==> config.mk <==
export PLATFORM = sky130hd
export DESIGN_NAME = cache_ctrl_fsm
export DESIGN_NICKNAME = d
export VERILOG_FILES = /design/src/rtl/cache_pkg.sv /design/src/rtl/cache_beat_counter.sv /design/src/rtl/cache_ctrl_fsm.sv
export SDC_FILE = /design/constraint.sdc
export NUM_CORES = 1
export LEC_CHECK = 0
export BUFFER_PORTS_ARGS = -buffer_cell sky130_fd_sc_hd__clkbuf_2
export CAP_MARGIN = 10
export CORE_ASPECT_RATIO = 0.7
export CORE_MARGIN = 3
export CORE_UTILIZATION = 57
export DETAILED_ROUTE_END_ITERATION = 16
export PLACE_DENSITY = 0.84
export SYNTH_ARGS = -nofsm -noshare
export SYNTH_HDL_FRONTEND = slang
export SYNTH_SLANG_ARGS = --single-unit
==> constraint.sdc <==
create_clock -name clk -period 4.35 [get_ports clk]
set_input_delay 0.6525 -clock clk [delete_from_list [all_inputs] [get_ports clk]]
set_output_delay 0.6525 -clock clk [all_outputs]
set_load 0.005 [all_outputs]
==> src/rtl/cache_pkg.sv <==
// Shared types and helpers for the cache controller: FSM state encoding,
// write-policy constants and the word-index width function.
package cache_pkg;

   typedef enum logic [2:0] {
      S_IDLE   = 3'd0,
      S_LOOKUP = 3'd1,
      S_WBACK  = 3'd2,
      S_FILL   = 3'd3,
      S_WTHRU  = 3'd4,
      S_DONE   = 3'd5
   } state_e;

   localparam bit POLICY_WB = 1'b1;
   localparam bit POLICY_WT = 1'b0;

   // Index width never drops below one bit, even for single-word lines
   function automatic int unsigned idx_w(input int unsigned words);
      return (words <= 1) ? 1 : $clog2(words);
   endfunction

endpackage

==> src/rtl/cache_beat_counter.sv <==
// Word index counter for line fill / write-back bursts; wraps after the
// last word of a line and flags that last word.
module cache_beat_counter
   import cache_pkg::*;
#(
   parameter  int unsigned WORDS_PER_LINE = 4,
   localparam int unsigned IW             = idx_w(WORDS_PER_LINE)
) (
   input  logic          clk,
   input  logic          rst,
   input  logic          i_inc,
   input  logic          i_clr,
   output logic [IW-1:0] o_idx,
   output logic          o_last
);

   localparam logic [IW-1:0] LAST_IDX = IW'(WORDS_PER_LINE - 1);

   logic [IW-1:0] r_idx;

   always_ff @(posedge clk) begin
      if (!rst) begin
         r_idx <= '0;
      end else if (i_clr) begin
         r_idx <= '0;
      end else if (i_inc) begin
         r_idx <= o_last ? '0 : r_idx + IW'(1);
      end
   end

   assign o_idx  = r_idx;
   assign o_last = (r_idx == LAST_IDX);

endmodule

==> src/rtl/cache_ctrl_fsm.sv <==
// Cache controller FSM: sequences CPU requests against the tag/data arrays
// and a handshaked next-level memory, with saturating hit/miss statistics.
module cache_ctrl_fsm
   import cache_pkg::*;
#(
   parameter  int unsigned WORDS_PER_LINE = 4,
   parameter  bit          WRITE_BACK     = POLICY_WB,
   parameter  int unsigned CNT_W          = 16,
   localparam int unsigned IW             = idx_w(WORDS_PER_LINE)
) (
   input  logic             clk,
   input  logic             rst,
   input  logic             cpu_req,
   input  logic             cpu_we,
   input  logic             hit,
   input  logic             dirty,
   input  logic             mem_ack,
   output logic             cRead,
   output logic             cWrite,
   output logic             tagWrite,
   output logic             dirtySet,
   output logic             rRead,
   output logic             rWrite,
   output logic             selOut,
   output logic [IW-1:0]    wordIdx,
   output logic             cpu_done,
   output logic             busy,
   output logic [CNT_W-1:0] hitCount,
   output logic [CNT_W-1:0] missCount
);

   state_e           r_state;
   state_e           w_state_nxt;
   logic             w_inc;
   logic             w_clr;
   logic             w_last;
   logic [IW-1:0]    w_idx;
   logic             r_relookup;
   logic [CNT_W-1:0] r_hit_cnt;
   logic [CNT_W-1:0] r_miss_cnt;

   cache_beat_counter #(
      .WORDS_PER_LINE(WORDS_PER_LINE)
   ) u_beat (
      .clk   (clk),
      .rst   (rst),
      .i_inc (w_inc),
      .i_clr (w_clr),
      .o_idx (w_idx),
      .o_last(w_last)
   );

   always_ff @(posedge clk) begin
      if (!rst) r_state <= S_IDLE;
      else      r_state <= w_state_nxt;
   end

   always_comb begin
      w_state_nxt = r_state;
      w_inc       = 1'b0;
      w_clr       = 1'b0;
      unique case (r_state)
         S_IDLE: begin
            w_clr = 1'b1;
            if (cpu_req) w_state_nxt = S_LOOKUP;
         end
         S_LOOKUP: begin
            if (hit) begin
               if (cpu_we && !WRITE_BACK) w_state_nxt = S_WTHRU;
               else                       w_state_nxt = S_DONE;
            end else if (cpu_we && !WRITE_BACK) begin
               w_state_nxt = S_WTHRU;
            end else if (WRITE_BACK && dirty) begin
               w_state_nxt = S_WBACK;
            end else begin
               w_state_nxt = S_FILL;
            end
         end
         S_WBACK: begin
            if (mem_ack) begin
               w_inc = 1'b1;
               if (w_last) w_state_nxt = S_FILL;
            end
         end
         S_FILL: begin
            if (mem_ack) begin
               w_inc = 1'b1;
               if (w_last) w_state_nxt = S_LOOKUP;
            end
         end
         S_WTHRU: begin
            if (mem_ack) w_state_nxt = S_DONE;
         end
         S_DONE:  w_state_nxt = S_IDLE;
         default: w_state_nxt = S_IDLE;
      endcase
   end

   // Tag write must coincide with the last fill beat so the re-lookup hits
   always_comb begin
      cRead    = 1'b0;
      cWrite   = 1'b0;
      tagWrite = 1'b0;
      dirtySet = 1'b0;
      rRead    = 1'b0;
      rWrite   = 1'b0;
      selOut   = 1'b0;
      cpu_done = 1'b0;
      busy     = (r_state != S_IDLE);
      wordIdx  = w_idx;
      unique case (r_state)
         S_LOOKUP: begin
            cRead    = 1'b1;
            selOut   = 1'b1;
            cWrite   = hit && cpu_we;
            dirtySet = hit && cpu_we && WRITE_BACK;
         end
         S_WBACK: begin
            cRead  = 1'b1;
            rWrite = 1'b1;
         end
         S_FILL: begin
            rRead    = 1'b1;
            cWrite   = mem_ack;
            tagWrite = mem_ack && w_last;
         end
         S_WTHRU: rWrite = 1'b1;
         S_DONE: begin
            cpu_done = 1'b1;
            selOut   = 1'b1;
         end
         default: ;
      endcase
   end

   // Marks the lookup that follows a fill so statistics count each request once
   always_ff @(posedge clk) begin
      if (!rst) begin
         r_relookup <= 1'b0;
      end else if (r_state == S_FILL && mem_ack && w_last) begin
         r_relookup <= 1'b1;
      end else if (r_state == S_LOOKUP) begin
         r_relookup <= 1'b0;
      end
   end

   always_ff @(posedge clk) begin
      if (!rst) begin
         r_hit_cnt  <= '0;
         r_miss_cnt <= '0;
      end else if (r_state == S_LOOKUP && !r_relookup) begin
         if (hit) begin
            if (r_hit_cnt != '1) r_hit_cnt <= r_hit_cnt + CNT_W'(1);
         end else begin
            if (r_miss_cnt != '1) r_miss_cnt <= r_miss_cnt + CNT_W'(1);
         end
      end
   end

   assign hitCount  = r_hit_cnt;
   assign missCount = r_miss_cnt;

endmodule

==> results of run 1 <==
logic make-up (layout without fill, tap and decap cells):
family                     after synthesis  after routing  synth area share, %
buffers and inverters                   18             64                3.726
xor gates and xnor gates                 1              1               0.4207
and+or+nand+nor                        125            125                33.47
adders and majority gates                3              3                1.803
muxes                                    6              6                2.885
DFF                                     38             38                36.54
AOI/OAI and AO/OA                       68             68                21.15
flip-flops by register name, summed over array words and instances, names as in the netlist:
signal and count:
hitCount 16, r_state 3, r_relookup 1, missCount 16, u_beat.o_idx 2
report_power, final:
part           switching (mW)  internal, mW
clock network           0.121         0.128
registers              0.0281         0.359
logic                  0.0662        0.0588
metrics by stage:
stage               utilization, %  cells  hold slack, ps  power, mW  setup WS, ps
floorplan                        -    259           479.3     0.4788          2133
global placement             70.59    344           488.4     0.5149          1986
detailed placement           70.59    344           492.5     0.5193          1897
CTS                          73.34    352           502.6     0.7640          1876
global route                 73.34    352           520.4     0.8031          1634
finish                       73.34    352           502.2     0.7605          1855
worst max-delay path: stages (launching register included):
cell,delay [ps]
dfxtp_1,480
nor4b_1,760
nand4_1,460
or4_1,570
a21oi_1,150
placed cells by master, fill, tap and decap left out, types with 4 or more instances in the layout:
master,n
nor2_1,13
o41ai_1,4
or4_1,13
inv_1,5
o21ai_0,14
o21a_1,4
nand4_1,12
or3_1,7
nand2_1,28
nand2b_1,10
nand3_1,11
mux2i_1,6
and3_1,5
nor4_1,9
clkbuf_2,49
clkbuf_8,6
a21oi_1,23
dfxtp_1,38
o31ai_1,9
metal layers:
layer,routed length (um),track usage [%]
met5,0,0
met4,34,5.985
met2,2116,34.88
met3,420,7.692
met1,2360,32.41
final cells by class:
| type | instances | share of cell area (%) |
|---|---|---|
| clock buffer | 7 | 3.548 |
| clock inverter | 1 | 0.2057 |
| inverter | 5 | 0.7712 |
| multi-input combinational | 203 | 51.11 |
| sequential | 38 | 31.26 |
| tap | 47 | 2.416 |
| timing repair buffer | 51 | 10.69 |
worst paths after layout:
| path | start | to | cells past startpoint |
|---|---|---|---|
| setup reg to reg | r_state[2] | hitCount[15] | 4 |
| hold reg to reg | hitCount[11] | hitCount[11] | 2 |
| hold / removal | hitCount[11] | hitCount[11] | 2 |
| setup / recovery | r_state[2] | hitCount[15] | 4 |
==> out/qor.txt, run 1 <==
via density per instance: 6.153
synth cell count leaders: dfxtp_1 (38), nand2_1 (28), a21oi_1 (23), o21ai_0 (14)
Leakage: 0.9107 nW
Overflow after GRT: 0
EDFF count, synth: 0
Mapped Cells: 259
Yosys cell types: 40
Hold Crit Class: flip-flop to flip-flop
Power Density: 312.5 mW/mm2
post-CTS setup buffers: 0
Critical Path End Type: flip-flop
Clock Skew: 7.836 ps
top cell type's share of synthesized area: 36.54%
CTS tree: done
clock sinks: 38
ant diodes: 0
Critical Path Fanout Max: 18
DIE AREA: 0.004425 mm2
CTS Buffer Depth: 2
Port-buffer cells: 49
GPL Wtd Cong: 0.9011
ys async rst share: 0%
Initial Util: 62.75%
CP required: 4560 ps
Core Area: 0.003318 mm2
final net count: 314
synthesized flop and latch total: 38
ANT nets after route: 0
vias in the first global route: 1845
Synth Flop Type: dfxtp_1
post-synthesis cell area: 0.002082 mm2
Critical Path AT: 2710 ps
ranking of synthesized cells by area: dfxtp_1 (37%), a21oi_1 (5.5%), nand2_1 (5.0%)
Final Cell Area: 0.002434 mm2
CP Launch Type: flip-flop
TNS Setup: 0 ps
first-pass GRT wire length: 8349 um
count leader, synth: dfxtp_1
P&R area growth vs syn: 16.89%
die height: 56.57 um
share of layout cells above drive strength 1: 20.66%
Synth area leader: dfxtp_1
CTS Hold Bufs: 0
syn_nets: 269
# DRC: 0
largest net degree at the start of global routing: 26
actual slew at the worst max-slew pin: 988.5 ps
Clk pin slew, worst setup/hold paths: 70 ps
root buf cell: clkbuf_8
Die X: 78.24 um
Synth Warn #: 0
post-CTS sizing: 0
final hold viol count: 0
Detailed Route Iter0 Violations: 167
Routed WL: 4932 um
Seq/Total Area, Yosys: 36.54%
DP Area: 0.002342 mm2
Max Slew Vio Count: 0
Post-DP HPWL: 3513 um
total CTS buffers: 5
FF+latch area: 760.7 um2
total track usage: 23.37%
DR pass1 iterations: 5
Fillers: 269
fmax: 400.7 MHz
H-tree Lvls: 2
min cycle time layout: 2495 ps
Worst R2R Setup Slack: 1850 ps
Ports: 50
row count: 17
Final Cycle Share: 57.37%
Worst slew margin: 33.95%
DR vias: 2166
maximum vdd drop: 0.0002950 V
max-cap viol count: 0
Syn Area/Cell: 8.039 um2
WL/cell: 14.01 um
Setup-failing EPs final: 0
RSZ-0062 raised after global routing: no
outcome: completed
initial antenna violation count: 0
WS Path Type: flip-flop to flip-flop
multi-input logic area: 0.001244 mm2
Clock Latency Late Sink: 300 ps
Note: power is estimated with default switching activity, not from simulation.
==> run 2: changes to the inputs <==
--- a/config.mk
+++ b/config.mk
@@ -9,9 +9,9 @@
 export CAP_MARGIN = 10
 export CORE_ASPECT_RATIO = 0.7
 export CORE_MARGIN = 3
-export CORE_UTILIZATION = 57
+export CORE_UTILIZATION = 48
 export DETAILED_ROUTE_END_ITERATION = 16
-export PLACE_DENSITY = 0.84
+export PLACE_DENSITY = 0.76
 export SYNTH_ARGS = -nofsm -noshare
 export SYNTH_HDL_FRONTEND = slang
 export SYNTH_SLANG_ARGS = --single-unit
==> constraint.sdc (replaced) <==
create_clock -name clk -period 2.1 [get_ports clk]
set_input_delay 0.315 -clock clk [delete_from_list [all_inputs] [get_ports clk]]
set_output_delay 0.315 -clock clk [all_outputs]
set_load 0.005 [all_outputs]
==> run 2 against run 1 <==
Sequential share of layout area is 2.1 points lower; critical path depth stayed put; first-iteration DRC count is 26% lower; worst hold slack worse by 86 ps; global-route usage is 2.9 points lower; via count is 3.2% higher; register-to-register slack worse by 1800 ps; combinational power grew to 2.7 times the previous value; sequential power is 96% higher.
==> out/qor.txt, run 2 (synthesis gave the netlist of run 1 again) <==
Setup-failing EPs final: 0 (unchanged)
Routed WL: 5272 um (was 4932 um)
DIE AREA: 0.005176 mm2 (was 0.004425 mm2)
Leakage: 1.004 nW (was 0.9107 nW)
Hold Crit Class: primary input to flip-flop (was flip-flop to flip-flop)
Worst slew margin: 45.56% (was 33.95%)
met3 Use GR: 5.348% (was 7.692%)
Placed Instances: 366 (was 344)
root buf cell: clkbuf_8 (unchanged)
initial antenna violation count: 0 (unchanged)
most frequent cells in the layout: clkbuf_2 (49), dfxtp_1 (38), nand2_1 (28) (unchanged)
Power Density: 617.0 mW/mm2 (was 312.5 mW/mm2)
Final Cycle Share: 97.81% (was 57.37%)
WS Path Type: flip-flop to flip-flop (unchanged)
final hold viol count: 0 (unchanged)
routing usage on met2: 33.67% (was 34.88%)
maximum vdd drop: 0.0003624 V (was 0.0002950 V)
CP required: 2320 ps (was 4560 ps)
Initial Util: 51.52% (was 62.75%)
fmax: 486.8 MHz (was 400.7 MHz)
vias in the first global route: 1937 (was 1845)
Ports: 50 (unchanged)
Core Area: 0.004041 mm2 (was 0.003318 mm2)
CTS Buffer Depth: 2 (unchanged)
CP Cell Sequence: or4b_4 -> or4_4 -> or4_1 -> a21oi_2 (was nor4b_1 -> nand4_1 -> or4_1 -> a21oi_1)
min cycle time layout: 2054 ps (was 2495 ps)
M1 GR Usage: 27.21% (was 32.41%)
global routing's busiest layer: met2 (unchanged)
actual slew at the worst max-slew pin: 815.7 ps (was 988.5 ps)
row count: 19 (was 17)
total CTS buffers: 5 (unchanged)
DR vias: 2236 (was 2166)
RSZ-0062 raised after global routing: yes (was no)
largest net degree at the start of global routing: 25 (was 26)
Clk pin slew, worst setup/hold paths: 70 ps (about the same)
Port-buffer cells: 49 (unchanged)
CTS Hold Bufs: 0 (unchanged)
Clock Latency Late Sink: 290 ps (was 300 ps)
CTS tree: done (unchanged)
DR pass1 iterations: 4 (was 5)
ant diodes: 0 (unchanged)
final net count: 332 (was 314)
# DRC: 0 (unchanged)
ANT nets after route: 0 (unchanged)
via density per instance: 5.963 (was 6.153)
critical path's slowest cell: or4_4 (was nor4b_1)
Max Slew Vio Count: 0 (unchanged)
H-tree Lvls: 2 (unchanged)
max-cap viol count: 0 (unchanged)
CP max stage delay: 570 ps (was 760 ps)
P&R area growth vs syn: 25.30% (was 16.89%)
GPL Wtd Cong: 0.8323 (was 0.9011)
share of layout cells above drive strength 1: 27.55% (was 20.66%)
final cell count without fillers: 375 (was 352)
total power: 1.610 mW (was 760.5 uW)
Fillers: 376 (was 269)
Overflow after GRT: 0 (unchanged)
clock sinks: 38 (unchanged)
CP Launch Type: flip-flop (unchanged)
Critical Path Fanout Max: 4 (was 18)
commonest non-fill, non-tap cell in the layout: clkbuf_2 (unchanged)
Clock Skew: 5.839 ps (was 7.836 ps)
total track usage: 20.50% (was 23.37%)
Critical Path End Type: flip-flop (unchanged)
WL/cell: 14.06 um (was 14.01 um)
Post-DP HPWL: 3846 um (was 3513 um)
outcome: completed (unchanged)
Layout Utilization: 64.55% (was 73.34%)
die height: 61.10 um (was 56.57 um)
Detailed Route Iter0 Violations: 124 (was 167)
Die X: 84.72 um (was 78.24 um)
Critical Path AT: 2270 ps (was 2710 ps)
first-pass GRT wire length: 8652 um (was 8349 um)
-- run 2: critical path: cells and delay by family (launching register included) --
kind,cells,cell delay (ps)
simple gates,3,1550
compound gates,1,120
flops,1,320
-- run 2: per-layer routing --
layer | wire length (um) | share of wire (%)
met5 | 0 | 0
met4 | 40 | 0.76
met3 | 357 | 6.8
met2 | 2308 | 44
met1 | 2566 | 49
-- run 2: report_power, final --
group          switching [mW]  total, mW  internal [mW]
sequential             0.0157      0.758          0.743
clock                   0.247      0.512          0.265
combinational           0.187      0.339          0.152
total                   0.450       1.61           1.16
-- run 2: per-stage QoR --
step                setup slack (ps)  area, um2  TNS (ps)  hold slack (ps)
floorplan                     -98.63       2082    -284.6            470.0
global placement              -57.35       2476    -108.0            483.9
detailed placement            -69.60       2476    -134.3            501.6
CTS                            19.05       2571         0            407.1
global route                  -9.534       2609    -11.84            459.8
finish                         45.94       2609         0            415.9
-- run 2: what timing repair did --
action                     4_1_cts  5_1_grt
gates resized for setup          1        7
pin swaps                        1        4
setup buffers                    0        1
setup endpoints to repair        3        7
-- run 2: final timing paths --
path / start / to / slack, ps / cells after the start
setup reg to reg: r_state[1] / missCount[10] / 50 / 4
setup / recovery: r_state[1] / missCount[10] / 50 / 4
hold reg to reg: hitCount[11] / hitCount[11] / 510 / 2
hold / removal: cpu_req / r_state[1] / 420 / 5
-- run 2: cell type report --
class / instances / area, um2 / share of cell area, %
multi-input combinational: 203 / 1277 / 48.97
sequential: 38 / 760.7 / 29.16
inverter: 5 / 18.77 / 0.7194
tap: 52 / 65.06 / 2.494
timing repair buffer: 69 / 395.4 / 15.16
clock buffer: 7 / 86.33 / 3.309
clock inverter: 1 / 5.005 / 0.1918
==> run 3: changes to the inputs <==
==> constraint.sdc (replaced) <==
create_clock -name clk -period 2.1 [get_ports clk]
set_input_delay 0.315 -clock clk [delete_from_list [all_inputs] [get_ports clk]]
set_output_delay 0.315 -clock clk [all_outputs]
set_load 0.02 [all_outputs]
==> run 3 against run 2 <==
Setup slack improved by 13 ps; flip-flop and latch count unchanged; via count decreased by 1.9%; core utilization decreased by 0.25 points; clock-buffer cell count unchanged; global-route usage decreased by 0.78 points; worst hold slack got worse by 18 ps; critical path type unchanged; largest cell class unchanged; highest routed layer unchanged.
==> out/qor.txt, run 3 (synthesis gave the netlist of run 1 again) <==
min cycle time layout: 2041 ps (was 2054 ps)
ant diodes: 0 (unchanged)
CTS Buffer Depth: 2 (unchanged)
clock sinks: 38 (unchanged)
CP required: 2320 ps (about the same)
Setup-failing EPs final: 0 (unchanged)
global routing's busiest layer: met2 (unchanged)
final cell count without fillers: 373 (was 375)
Critical Path End Type: flip-flop (unchanged)
WL/cell: 13.86 um (was 14.06 um)
total CTS buffers: 5 (unchanged)
Post-DP HPWL: 3671 um (was 3846 um)
# DRC: 0 (unchanged)
Hold WS: 397.7 ps (was 415.9 ps)
Port-buffer cells: 49 (unchanged)
Hold Crit Class: primary input to flip-flop (unchanged)
Clk pin slew, worst setup/hold paths: 70 ps (about the same)
share of layout cells above drive strength 1: 26.17% (was 27.55%)
WS Path Type: flip-flop to flip-flop (unchanged)
most frequent cells in the layout: clkbuf_2 (49), dfxtp_1 (38), nand2_1 (28) (unchanged)
P&R area growth vs syn: 24.82% (was 25.30%)
commonest non-fill, non-tap cell in the layout: clkbuf_2 (unchanged)
H-tree Lvls: 2 (unchanged)
fmax: 490.0 MHz (was 486.8 MHz)
final hold viol count: 0 (unchanged)
Overflow after GRT: 0 (unchanged)
M1 GR Usage: 28.05% (was 27.21%)
Detailed Route Iter0 Violations: 113 (was 124)
CTS Hold Bufs: 0 (unchanged)
Worst slew margin: 46.36% (was 45.56%)
Initial Util: 51.52% (unchanged)
routing usage on met2: 28.76% (was 33.67%)
Worst Reg2Reg Path Length in Cells: 5 (was 4)
DIE AREA: 0.005176 mm2 (unchanged)
total track usage: 19.72% (was 20.50%)
maximum vdd drop: 0.0005370 V (was 0.0003624 V)
Clock Skew: 4.744 ps (was 5.839 ps)
DP Area: 0.002469 mm2 (was 0.002476 mm2)
outcome: completed (unchanged)
GPL Wtd Cong: 0.8376 (was 0.8323)
Max Slew Vio Count: 0 (unchanged)
Critical Path AT: 2260 ps (was 2270 ps)
initial antenna violation count: 0 (unchanged)
Core Area: 0.004041 mm2 (unchanged)
vias in the first global route: 1761 (was 1937)
final net count: 330 (was 332)
via density per instance: 5.882 (was 5.963)
DR vias: 2194 (was 2236)
RSZ-0062 raised after global routing: no (was yes)
CP Launch Type: flip-flop (unchanged)
worst setup margin: 59.37 ps (was 45.94 ps)
Clock Latency Late Sink: 290 ps (about the same)
actual slew at the worst max-slew pin: 803.8 ps (was 815.7 ps)
Leakage: 0.9985 nW (was 1.004 nW)
die height: 61.10 um (unchanged)
met3 Use GR: 5.882% (was 5.348%)
DR pass1 iterations: 4 (unchanged)
Ports: 50 (unchanged)
ANT nets after route: 0 (unchanged)
row count: 19 (unchanged)
Routed WL: 5169 um (was 5272 um)
Die X: 84.72 um (unchanged)
pre-CTS WS: -74.38 ps (was -69.60 ps)
CTS tree: done (unchanged)
worst hold path stage count: 5 (unchanged)
largest net degree at the start of global routing: 25 (unchanged)
Critical Path Fanout Max: 4 (unchanged)
max-cap viol count: 0 (unchanged)
Placed Instances: 365 (was 366)
post-CTS setup buffers: 0 (unchanged)
Final Cycle Share: 97.17% (was 97.81%)
root buf cell: clkbuf_8 (unchanged)
Power Density: 677.8 mW/mm2 (was 617.0 mW/mm2)
total power: 1.761 mW (was 1.610 mW)
Final Cell Area: 0.002599 mm2 (was 0.002609 mm2)
first-pass GRT wire length: 8197 um (was 8652 um)
run 3: metrics by stage:
step                      utilization, %  TNS (ps)
after floorplan                        -    -285.0
after global routing               64.30         0
final                              64.30         0
after detailed placement           61.08    -148.2
after CTS                          63.81         0
after global placement             61.08    -105.4
run 3: power breakdown:
| part | internal (mW) | switching [mW] | total [mW] |
|---|---|---|---|
| Clock | 0.355 | 0.257 | 0.612 |
| Sequential | 0.743 | 0.0162 | 0.759 |
| Combinational | 0.152 | 0.238 | 0.390 |
| Total | 1.25 | 0.511 | 1.76 |
run 3: critical path, stage by stage (launching register included):
cell	delay [ps]
dfxtp_1	320
or4b_4	560
or4_4	520
buf_4	150
or3_1	300
a21oi_1	110
run 3: final timing paths:
kind	start	endpoint	slack, ps
max	r_state[1]	missCount[6]	60
min	cpu_req	r_state[1]	400
max reg2reg	r_state[1]	missCount[6]	60
min reg2reg	hitCount[11]	hitCount[11]	510
run 3: routing by layer:
| metal | routed length, um | up-vias |
|---|---|---|
| li1 | - | 1112 |
| met1 | 2535 | 1007 |
| met2 | 2198 | 71 |
| met3 | 407 | 4 |
| met4 | 28 | 0 |
| met5 | 0 | - |
run 3: final cells by class:
class	instances	area [um2]
Clock inverter	1	30.03
Sequential cell	38	760.7
Multi-Input combinational cell	203	1267
Inverter	5	18.77
Fill cell	364	1443
Timing Repair Buffer	67	380.4
Clock buffer	7	76.32
Tap cell	52	65.06
run 3: repair_timing:
action	in CTS	in global routing
pin swaps	1	5
gates resized for setup	1	5
hold endpoints to repair	0	0
setup endpoints to repair	2	7
